## src/rtl/cla_16bit_pkg.sv

```systemverilog
// ============================================================================
// Module : cla_16bit_pkg
// Brief  : Shared widths and carry-lookahead equations for the 16-bit CLA.
// Rev    : 1.0
// ============================================================================
`default_nettype none

package cla_16bit_pkg;

    localparam int WIDTH   = 16;
    localparam int GROUP   = 4;
    localparam int NGROUPS = 4;

    // Carries into positions 0..3 of a 4-wide lookahead block, fully flattened.
    function automatic logic [GROUP-1:0] lookahead_carries(
        input logic [GROUP-1:0] p,
        input logic [GROUP-1:0] g,
        input logic             c0
    );
        logic [GROUP-1:0] c;
        c[0] = c0;
        c[1] = g[0] | (p[0] & c0);
        c[2] = g[1] | (p[1] & g[0]) | (p[1] & p[0] & c0);
        c[3] = g[2] | (p[2] & g[1]) | (p[2] & p[1] & g[0]) | (p[2] & p[1] & p[0] & c0);
        return c;
    endfunction

    function automatic logic group_propagate(input logic [GROUP-1:0] p);
        return &p;
    endfunction

    function automatic logic group_generate(
        input logic [GROUP-1:0] p,
        input logic [GROUP-1:0] g
    );
        return g[3] | (p[3] & g[2]) | (p[3] & p[2] & g[1]) | (p[3] & p[2] & p[1] & g[0]);
    endfunction

endpackage

`default_nettype wire

```

## src/rtl/cla_16bit_cla_4bit.sv

```systemverilog
// ============================================================================
// Module : cla_4bit
// Brief  : 4-bit lookahead group producing sum bits and group P/G.
// Rev    : 1.0
// ============================================================================
`default_nettype none

module cla_4bit
    import cla_16bit_pkg::*;
(
    input  logic [GROUP-1:0] a,
    input  logic [GROUP-1:0] b,
    input  logic             cin,
    output logic [GROUP-1:0] s,
    output logic             p_g,
    output logic             g_g
);

    logic [GROUP-1:0] w_p;
    logic [GROUP-1:0] w_g;
    logic [GROUP-1:0] w_c;

    always_comb begin
        w_p = a ^ b;
        w_g = a & b;
        w_c = lookahead_carries(w_p, w_g, cin);
        s   = w_p ^ w_c;
        p_g = group_propagate(w_p);
        g_g = group_generate(w_p, w_g);
    end

endmodule

`default_nettype wire

```

## src/rtl/cla_16bit.sv

```systemverilog
// ============================================================================
// Module : cla_16bit
// Brief  : Registered 16-bit two-level carry-lookahead adder with group P/G.
// Rev    : 1.0
// ============================================================================
`default_nettype none

module cla_16bit
    import cla_16bit_pkg::*;
(
    input  logic             clk,
    input  logic             rst,
    input  logic [WIDTH-1:0] A,
    input  logic [WIDTH-1:0] B,
    input  logic             Cin,
    output logic [WIDTH-1:0] S,
    output logic             Cout,
    output logic             PG,
    output logic             GG
);

    logic [WIDTH-1:0]   w_sum;
    logic [NGROUPS-1:0] w_grp_p;
    logic [NGROUPS-1:0] w_grp_g;
    logic [NGROUPS-1:0] w_grp_c;

    logic [WIDTH-1:0] s_d, s_q;
    logic             cout_d, cout_q;
    logic             pg_d, pg_q;
    logic             gg_d, gg_q;

    for (genvar gi = 0; gi < NGROUPS; gi++) begin : g_group
        cla_4bit u_cla_4bit (
            .a   (A[gi*GROUP +: GROUP]),
            .b   (B[gi*GROUP +: GROUP]),
            .cin (w_grp_c[gi]),
            .s   (w_sum[gi*GROUP +: GROUP]),
            .p_g (w_grp_p[gi]),
            .g_g (w_grp_g[gi])
        );
    end

    // Second level reuses the group equations on group P/G; C16 = GG | PG*Cin.
    always_comb begin
        w_grp_c = lookahead_carries(w_grp_p, w_grp_g, Cin);
        pg_d    = group_propagate(w_grp_p);
        gg_d    = group_generate(w_grp_p, w_grp_g);
        cout_d  = gg_d | (pg_d & Cin);
        s_d     = w_sum;
    end

    always_ff @(posedge clk or posedge rst) begin
        if (rst) begin
            s_q    <= '0;
            cout_q <= 1'b0;
            pg_q   <= 1'b0;
            gg_q   <= 1'b0;
        end else begin
            s_q    <= s_d;
            cout_q <= cout_d;
            pg_q   <= pg_d;
            gg_q   <= gg_d;
        end
    end

    assign S    = s_q;
    assign Cout = cout_q;
    assign PG   = pg_q;
    assign GG   = gg_q;

endmodule

`default_nettype wire

```

## config.mk

```make
export PLATFORM = sky130hd
export DESIGN_NAME = cla_16bit
export DESIGN_NICKNAME = d
export VERILOG_FILES = /design/src/rtl/cla_16bit_pkg.sv /design/src/rtl/cla_16bit_cla_4bit.sv /design/src/rtl/cla_16bit.sv
export SDC_FILE = /design/constraint.sdc
export NUM_CORES = 1
export LEC_CHECK = 0
export ABC_AREA = 1
export CAP_MARGIN = 40
export CORE_MARGIN = 3
export CORE_UTILIZATION = 30
export CTS_CLUSTER_SIZE = 30
export DETAILED_ROUTE_END_ITERATION = 16
export HOLD_SLACK_MARGIN = 0.1
export SLEW_MARGIN = 15
export SYNTH_ARGS = -nofsm -noshare
export SYNTH_HDL_FRONTEND = slang
export SYNTH_SLANG_ARGS = --single-unit
```

## constraint.sdc

```tcl
create_clock -name clk -period 0.9 [get_ports clk]
set_clock_uncertainty 0.1 [all_clocks]
set_input_delay 0.135 -clock clk [delete_from_list [all_inputs] [get_ports clk]]
set_output_delay 0.135 -clock clk [all_outputs]
set_load 0.01 [all_outputs]
```

Word level (Yosys, flattened, before mapping)
Cells that the tools add are included.
Widths: inputs -> output; s select.
- output and inout port bits: 19
- input port bits: 35
- flip-flop bits (word level): 19
- word-level logic and storage cells: 138
- bitwise gates (word level): 129
- reduce and logical (&&, ||, !) cells: 5
- operator list (cell ; count):
    $and 1x1->1 ; 71
    $or 1x1->1 ; 46
    $xor 4x4->4 ; 8
    $and 4x4->4 ; 4
    $reduce_and 16->1 ; 1
    $reduce_and 4->1 ; 4

Depth between registers and ports, before layout
- depth after elaboration: 12
- gate-level depth with buffers: 11
- mapped depth without buffers: 11

Hierarchy
Synthesis repeated with hierarchy kept, for this count alone.
- cell total of the unflattened synthesis: 170
- area, all modules: 1392.6 µm²
- modules (own cells, without submodules) (module ; cells an instance ; area an instance (µm²) ; seq. area each (µm²) ; instances):
    cla_4bit at g_group[1].u_cla_4bit ... ; 33 ; 203.9 ; 0.0 ; 3
    cla_16bit ; 39 ; 579.3 ; 475.5 ; 1
    cla_4bit at g_group[0].u_cla_4bit ; 32 ; 201.4 ; 0.0 ; 1

Least setup slack after synthesis
OpenSTA, ideal clock, no wires.
- kind: input-to-reg
- from: in A[6]
- to: reg s_q[9], in the netlist S[9]
- library setup time: 126 ps
- arrival: 1491 ps
- setup slack: -816 ps
- stages: 9
- cell sequence: ha_1 nand2_2 inv_1 nand2_1 nand2_2 a21oi_2 nand2_2 fa_1 xor2_1
- word-level cells in the longest chain between the ends: 10
- elaborated cells on any way between the ends: 19
- those cells by class: bitwise (18); reduce/logical (1)
- ends and longest elaborated chain (what ; line ; text):
    start, declared ; cla_16bit.sv:13 ; input logic [WIDTH-1:0] A,
    $and 4x4->4 or $xor 4x4->4 (tied branches) ; cla_16bit_cla_4bit.sv:25, cla_16bit_cla_4bit.sv:24 ;
    $and 1x1->1 ; cla_16bit_pkg.sv:36 ; return g[3] | (p[3] & g[2]) | (p[3] & p[2] & g[1]) | (p[3] & p[2] & p[1] & g[0]);
    $or 1x1->1 or $and 1x1->1 (tied branches) (2 in series) ; cla_16bit_pkg.sv:36 ;
    $or 1x1->1 ; cla_16bit_pkg.sv:36 ;
    $or 1x1->1 ; cla_16bit_pkg.sv:23 ; c[2] = g[1] | (p[1] & g[0]) | (p[1] & p[0] & c0);
    $or 1x1->1 * ; cla_16bit_pkg.sv:23 ;
    $and 1x1->1 * ; cla_16bit_pkg.sv:22 ; c[1] = g[0] | (p[0] & c0);
    $or 1x1->1 * ; cla_16bit_pkg.sv:22 ;
    $xor 4x4->4 * ; cla_16bit_cla_4bit.sv:27 ; s = w_p ^ w_c;
    net g_group[2].u_cla_4bit.s[1] ; cla_16bit_cla_4bit.sv:14 ; output logic [GROUP-1:0] s,
    end signal, assigned ; cla_16bit.sv:54 ; s_q <= '0;
    end signal, assigned ; cla_16bit.sv:59 ; s_q <= s_d;
    end, declared ; cla_16bit.sv:27 ; logic [WIDTH-1:0] s_d, s_q;
The timed path passes the listed nets; every way through them passes the cells marked *.

Final worst setup path
- from: in B[3]
- to: reg s_q[9], in the netlist S[9]
- word-level cells in the longest chain between the ends: 11
- elaborated cells on any way between the ends: 19
- those cells by class: bitwise (18); reduce/logical (1)
- ends and longest elaborated chain (what ; line ; text):
    start, declared ; cla_16bit.sv:14 ; input logic [WIDTH-1:0] B,
    $xor 4x4->4 ; cla_16bit_cla_4bit.sv:24 ; w_p = a ^ b;
    $and 1x1->1 ; cla_16bit_pkg.sv:36 ;
    $or 1x1->1 or $and 1x1->1 (tied branches) (2 in series) ; cla_16bit_pkg.sv:36 ;
    $or 1x1->1 ; cla_16bit_pkg.sv:36 ;
    $and 1x1->1 ; cla_16bit_pkg.sv:23 ;
    $or 1x1->1 ; cla_16bit_pkg.sv:23 ;
    $or 1x1->1 * ; cla_16bit_pkg.sv:23 ;
    $and 1x1->1 * ; cla_16bit_pkg.sv:22 ;
    $or 1x1->1 * ; cla_16bit_pkg.sv:22 ;
    $xor 4x4->4 * ; cla_16bit_cla_4bit.sv:27 ;
    net g_group[2].u_cla_4bit.s[1] ; cla_16bit_cla_4bit.sv:14 ;
Marks and branches as above.

==> results.yml <==
status:
  outcome: "finished, violations left"
  violations: "setup timing"
setup_path:
  cp.required_ps: 940
  cp_max_fo: 3
  critPathCaptureType: "flop"
  cp_slowest_cell: "fa_2"
  cp_top_family: "adder cells"
  crit_type: "in -> reg"
  crit_chain: "buf_6 > ha_4 > a21oi_4 > nand2_2 > a21oi_2 > nand2_2 > fa_2 > xor2_1"
  worstPathArrival_ps: 1510
  crit_path_frequent_cell: "nand2_2"
  path_buf_inv: 1
  critPathLaunchType: "primary input"
  critPathMaxStageDelay_ps: 340
power:
  leakagePower_nw: 1.35
  fin_total_pwr_mw: 3.25
  max-vdd-ir-drop_mv: 0.660
  powerDensity_nw_per_um2: 1220
logic_synthesis:
  synth_flop_cell: "dfrtp_1"
  synth_xor_xnor_area_share_pct: 4.57
  netlist_area_um2: 1340
  synthSimpleGateAreaFrac_pct: 25.5
  synth_top_family_by_area: "simple AND/OR/NAND/NOR gates"
  avgSynthCellArea_um2: 8.65
  synthCells: 155
  ys_ff_latch: 19
  synth_edf_count: 0
  synth_mux_area_share_pct: 0
  synth_top_area_share_pct: 35.4
  synthDistinctLibCells: 23
  synth_fp_nets: 210
  synth_adder_area_share_pct: 20.9
  ys_warn_count: 0
  seq_area_frac_synth_pct: 35.4
  synth.area.top_cells: "dfrtp_1 (35%), ha_1 (15%), nand2_1 (12%), inv_1 (7.3%), fa_1 (6.0%)"
  async_flop_share_pct: 100
  yosysTopAreaCell: "dfrtp_1"
  synth_compound_area_share_pct: 6.34
finish:
  regArea_um2: 475
  nets: 310
  final_cells: 304
  syn_to_final_growth_pct: 98.5
  nFillCells: 346
  diodes: 0
  drive_above_1_share_pct: 73.2
  multi_input_area_um2: 1220
  stdcell_area_um2: 2660
  final_util_pct: 64.3
die:
  die_w_um: 72.9
  std_cell_rows: 23
  die-area_um2: 5310
  ios: 54
  die_h_um: 72.9
  core_area_um2: 4140
  initial_core_util_pct: 32.4
sta:
  setup_viol: 36
  setup_ws_ps: -569
  max_slew_margin_pct: 74.8
  worst_pin_slew_ps: 378
  layout_min_cycle_time_ps: 1470
  hold_viol_final: 0
  timing.setup.tns_ps: -7860
  drv_slew: 0
  fmax_mhz: 681
  rsz0062_at_grt: "yes"
  final.period_utilization_pct: 163
global_route:
  gr-usage-all-layers_pct: 15.9
  grt_pass1_wl_um: 6780
  first_global_vias: 1515
  antenna_found_initial: 0
  grt_max_degree: 20
  overflow: 0
clocking:
  cts.clk_slew.worst_paths_ps: 80
  ctsRootBufferMaster: "clkbuf_8"
  clockBufferDepth: 2
  clkSinkCount: 19
  cts_tree: "yes"
  cts_inserted_buffers: 3
  htreeDepth: 1
route:
  drt_iter0_drc: 17
  ant_nets: 0
  vias: 1387
  wirelength_um: 3960
  dr.pass1.iters: 4
  detail_route.vias_per_cell: 4.56
  wl_per_cell_um: 13.0
  drc_errors: 0
placed_design:
  placed_area_um2: 2400
  port_buffers: 53
  place_hpwl_um: 3040
  dp.cells: 289
  gp_congestion: 0.823
job:
  drv_cap: 0
hold_path:
  min_path_type: "in -> async"
## cells in the mapped netlist (2+ instances only)
cell,instances
o21bai_1,2
nand2_1,42
nand2_2,8
xnor2_1,2
nor2_4,2
dfrtp_1,19
ha_1,16
nand3_2,2
nand3_1,9
a21oi_1,6
nor2_1,2
a21oi_2,2
fa_1,4
inv_1,26
xor2_1,5
## routing by layer
layer  GRT usage [%]  share of wire, %
met5               0                 0
met4            3.69              0.78
met3            1.93               4.7
met2            30.1                55
met1            19.0                39
## cell type report
type,count,area share (%)
Timing Repair Buffer,95,28.1
Multi-Input combinational cell,110,46.0
Inverter,26,4.04
Tap cell,50,2.35
Sequential cell,19,17.9
Clock buffer,4,1.69
## state kept, by name (all words and copies together) (netlist names)
| register | flops |
|---|---|
| Cout | 1 |
| GG | 1 |
| S | 16 |
| PG | 1 |
## cells in the final DEF, fill, tap and decap left out
| master | instances |
|---|---|
| a221oi_1 | 1 |
| buf_6 | 27 |
| nand3_1 | 5 |
| nor2_4 | 3 |
| xor2_1 | 5 |
| inv_4 | 1 |
| o21bai_2 | 1 |
| nand2_1 | 12 |
| fa_2 | 4 |
| inv_2 | 7 |
| clkbuf_2 | 5 |
| nand4_1 | 1 |
| inv_1 | 17 |
| ha_4 | 16 |
| a31oi_1 | 1 |
| buf_4 | 31 |
| xnor2_1 | 2 |
| a21oi_4 | 5 |
| clkdlybuf4s15_2 | 1 |
| nor2_1 | 1 |
| clkbuf_1 | 1 |
| clkdlybuf4s50_1 | 1 |
| buf_2 | 29 |
| inv_8 | 1 |
| clkbuf_8 | 3 |
| dfrtp_1 | 19 |
| nand3_2 | 6 |
| and3_1 | 1 |
| nand2_4 | 11 |
| a21o_1 | 1 |
| buf_12 | 1 |
| a21oi_2 | 3 |
| o21bai_4 | 1 |
| nor3_4 | 2 |
| nand2_2 | 28 |
## worst min-delay path, delay by kind of cell
kind                   cells  cell delay [ps]
buffers and inverters      3              650
## kinds of logic after synthesis
family | Yosys count
and+or+nand+nor | 70
buffers and inverters | 26
adders and majority gates | 20
DFF | 19
AOI/OAI and AO/OA | 13
xor gates and xnor gates | 7
## per-stage QoR
| step | hold WS (ps) | worst slack [ps] |
|---|---|---|
| 6_report | 88.9 | -569 |
| 5_1_grt | 94.5 | -626 |
| 4_1_cts | 92.4 | -564 |
| 3_5_place_dp | 370 | -1280 |
| 3_3_place_gp | 368 | -1230 |
| 2_1_floorplan | -13.9 | -658 |
## how the worst max path moves through the flow
stage,startpoint,end,depth (start not counted)
6_report,B[3],S[9],8
5_1_grt,A[1],S[9],10
4_1_cts,B[1],S[9],10
3_5_place_dp,A[1],S[9],10
3_3_place_gp,B[0],S[5],9
2_1_floorplan,A[1],S[9],9
## report_power, final
part / total, mW / switching (mW) / leakage, nW / internal, mW
Combinational: 1.60 / 0.759 / 1.10 / 0.839
Sequential: 1.05 / 0.0418 / 0.226 / 1.00
Clock: 0.603 / 0.289 / 0.0228 / 0.314
## repair_timing
action                     4_1_cts  5_1_grt
setup buffers                    9        4
pin swaps                       59       44
resized for setup              253       46
hold endpoints to repair        19       15
setup endpoints to repair       38       37
No activity file was read; power rests on OpenSTA's default activity.
==> edit, RTL diff (same settings) <==
Take the reset off `s_q` and load it in a clocked block of its own.
--- a/src/rtl/cla_16bit.sv
+++ b/src/rtl/cla_16bit.sv
@@ -53,3 +53,2 @@
         if (rst) begin
-            s_q    <= '0;
             cout_q <= 1'b0;
@@ -58,3 +57,2 @@
         end else begin
-            s_q    <= s_d;
             cout_q <= cout_d;
@@ -63,2 +61,6 @@
         end
+    end
+
+    always_ff @(posedge clk) begin
+        s_q <= s_d;
     end
Behaviour: not the same (Yosys sat finds a counterexample within 4 cycles, from zero or initial values and one cycle with rst high).
==> edit against the original RTL <==
  * The run still ends with setup timing left
  * Clock power up 3%
  * Power up 5.6%
  * Synthesized area down 7.3%
  * Routed wire length up 8.9%
  * Worst hold slack better by 23 ps
  * Sequential cell count unchanged
  * Die area down 6.7%
  * Final area up 2.0%
  * Setup slack better by 22 ps
  * Critical path type unchanged
  * Highest routed layer unchanged
==> edit: results (changes against the original RTL) <==
----------------------------------------------------
[Status]
  Status ... finished, violations left
  Failing checks ... setup timing

[CTS]
  Clock Tree Buf Depth ... 2 (unchanged)
  Master cell of the clock root buffer ... sky130_fd_sc_hd__clkbuf_8
  H-Tree Level Count ... 1 (unchanged)
  Number of buffers inserted during clock tree synthesis ... 3 (unchanged)
  Worst-path clk slew ... approximately 70 ps

[Logic synthesis]
  Share of the yosys chip area belonging to registers ... 0.318 (-0.0366)
  Nets in the synthesized netlist ... 208 (-0.95%)
  List of most frequent post-synthesis cells ... 44 x sky130_fd_sc_hd__nand2_1, 25 x sky130_fd_sc_hd__inv_1, 16 x sky130_fd_sc_hd__dfxtp_1, 16 x sky130_fd_sc_hd__ha_1, 8 x sky130_fd_sc_hd__nand3_1
  Largest cells by area after synthesis ... sky130_fd_sc_hd__dfxtp_1 26%, sky130_fd_sc_hd__ha_1 16%, sky130_fd_sc_hd__nand2_1 13%, sky130_fd_sc_hd__inv_1 7.5%, sky130_fd_sc_hd__fa_1 6.4%
  Number of unique standard cell types used by synthesis ... 25 (+8.7%)
  Async set-reset flop share out of synthesis ... 0.158 (-0.842)
  Synthesized netlist cell count ... 153 (-1.3%)
  Total of warnings raised by yosys ... 0 (unchanged)

[Placed design]
  Global placer's final weighted congestion ... 0.827 (+0.46%)
  Count of input and output buffers ... 53 (unchanged)
  HPWL after DPL ... 2610 microns (-14%)
  Placed Cells ... 279 (-3.5%)

[Setup path]
  Worst path slowest cell ... sky130_fd_sc_hd__fa_2
  Crit path max-delay family ... adder cells
  Crit-path max cell delay ... 540 ps (+200 ps)
  Arr. time, crit path ... 1550 ps (+40 ps)
  Highest net fanout along the worst path ... 3 (unchanged)

[Layout]
  Flip-flop count of the largest register, all copies and words added ... 16 (unchanged)
  Antenna Cells ... 0 (unchanged)
  Filler Cells Inserted ... 268 (-23%)
  Number of cells in the finished layout apart from fillers ... 311 (+2.3%)
  Final-stage net count ... 319 (+2.9%)
  Layout cells sized above 1 ... 0.722 (-0.00985)

[Global routing]
  Wire length of the first global-routing pass ... 6460 microns (-4.8%)
  Largest net degree at the start of global routing ... 11 (-45%)
  Via count of the first global-routing pass ... 1516 (+0.066%)
  Antenna violations before repair ... 0 (unchanged)
  Overall routing resource usage ... 0.160 (+0.000478)

[Power and ir drop]
  Static leakage power ... 1.38 nW (+1.7%)
  Highest ir drop seen on vdd ... 0.000849 V (+29%)

[Worst hold path]
  Hold crit path type ... input pin to flip-flop

[Route]
  Number of iterations in the first detailed-routing pass ... 2 (-2)
  Via count of the routed design ... 1428 (+3.0%)
  Detailed Route WL ... 4310 microns (+8.9%)
  First-iteration detailed-routing DRC count ... 61 (+44)

[Timing]
  Setup ws final ... -548 ps (+21.9 ps)
  Slew headroom ... 0.834 (+0.0858)
  Maximum achievable frequency ... 691 MHz (+1.5%)
  Final number of setup-violating endpoints ... 36 (unchanged)

----------------------------------------------------
[edit: cell count changes after synthesis, sizes merged]
| cell | unedited run | this run |
|---|---|---|
| dfxtp | 0 | 16 |
| dfrtp | 19 | 3 |
| inv | 26 | 25 |
| nand3 | 11 | 9 |
| or2 | 0 | 1 |
[edit: worst min-delay path, delay by kind of cell]
family                 cells  cell delay, ps
buffers and inverters      1             140
and+or+nand+nor            2             160
[edit: path summary, 6_finish.rpt]
path | from | to | slack, ps | cells past startpoint
setup / recovery | A[6] | S[8]$_DFF_P_ | -550 | 9
hold / removal | Cin | Cout$_DFF_PP0_ | 110 | 3
max in group asynchronous | rst | PG$_DFF_PP0_ | 80 | 3
min in group asynchronous | rst | Cout$_DFF_PP0_ | 490 | 3
[edit: cell families (layout without fill, tap and decap cells)]
group,after synthesis,count (layout),share of synthesized area
adders and majority gates,20,20,0.225
AOI/OAI and AO/OA,13,13,0.0684
DFF,19,19,0.318
xor gates and xnor gates,7,7,0.0493
buffers and inverters,25,135,0.0755
and+or+nand+nor,69,69,0.264
[edit: cell type report]
cell class                 count  area (sq um)  share of cell area
timing repair buffer         106           902               0.332
sequential                    19           404               0.149
inverter                      25           106              0.0392
tap                           48          60.1              0.0221
clock buffer                   4          45.0              0.0166
multi-input combinational    109          1200               0.441
[edit: power by group]
group          internal, W  switching, W
clock             0.000316      0.000304
combinational     0.000955      0.000780
sequential         0.00102     0.0000573
total              0.00229       0.00114
[edit: repair_timing]
item                                    4_1_cts  5_1_grt
hold endpoints to repair                      4        0
buffers inserted                             23        9
gates cloned                                  0        0
endpoints found under the setup margin       38       35
pin swaps                                    57       31
gates resized for setup                     282       47
hold buffers                                  1        0
[edit: routing by layer]
layer / track usage / routed length, microns
met1: 0.177 / 1720
met2: 0.292 / 2330
met3: 0.0374 / 167
met4: 0.0596 / 97
met5: 0 / 0
[edit: per-stage QoR]
stage                     setup TNS, ps  power (W)  hold WS (ps)  setup WS [ps]  area, sq um
after global routing              -9500    0.00364           123           -602         2720
after floorplan                   -6230    0.00168          -211           -651         1440
after CTS                         -7490    0.00318          70.6           -510         2470
final                             -7980    0.00343           112           -548         2720
after global placement           -21350    0.00240           208          -1190         2220
after detailed placement         -21820    0.00242           220          -1230         2220
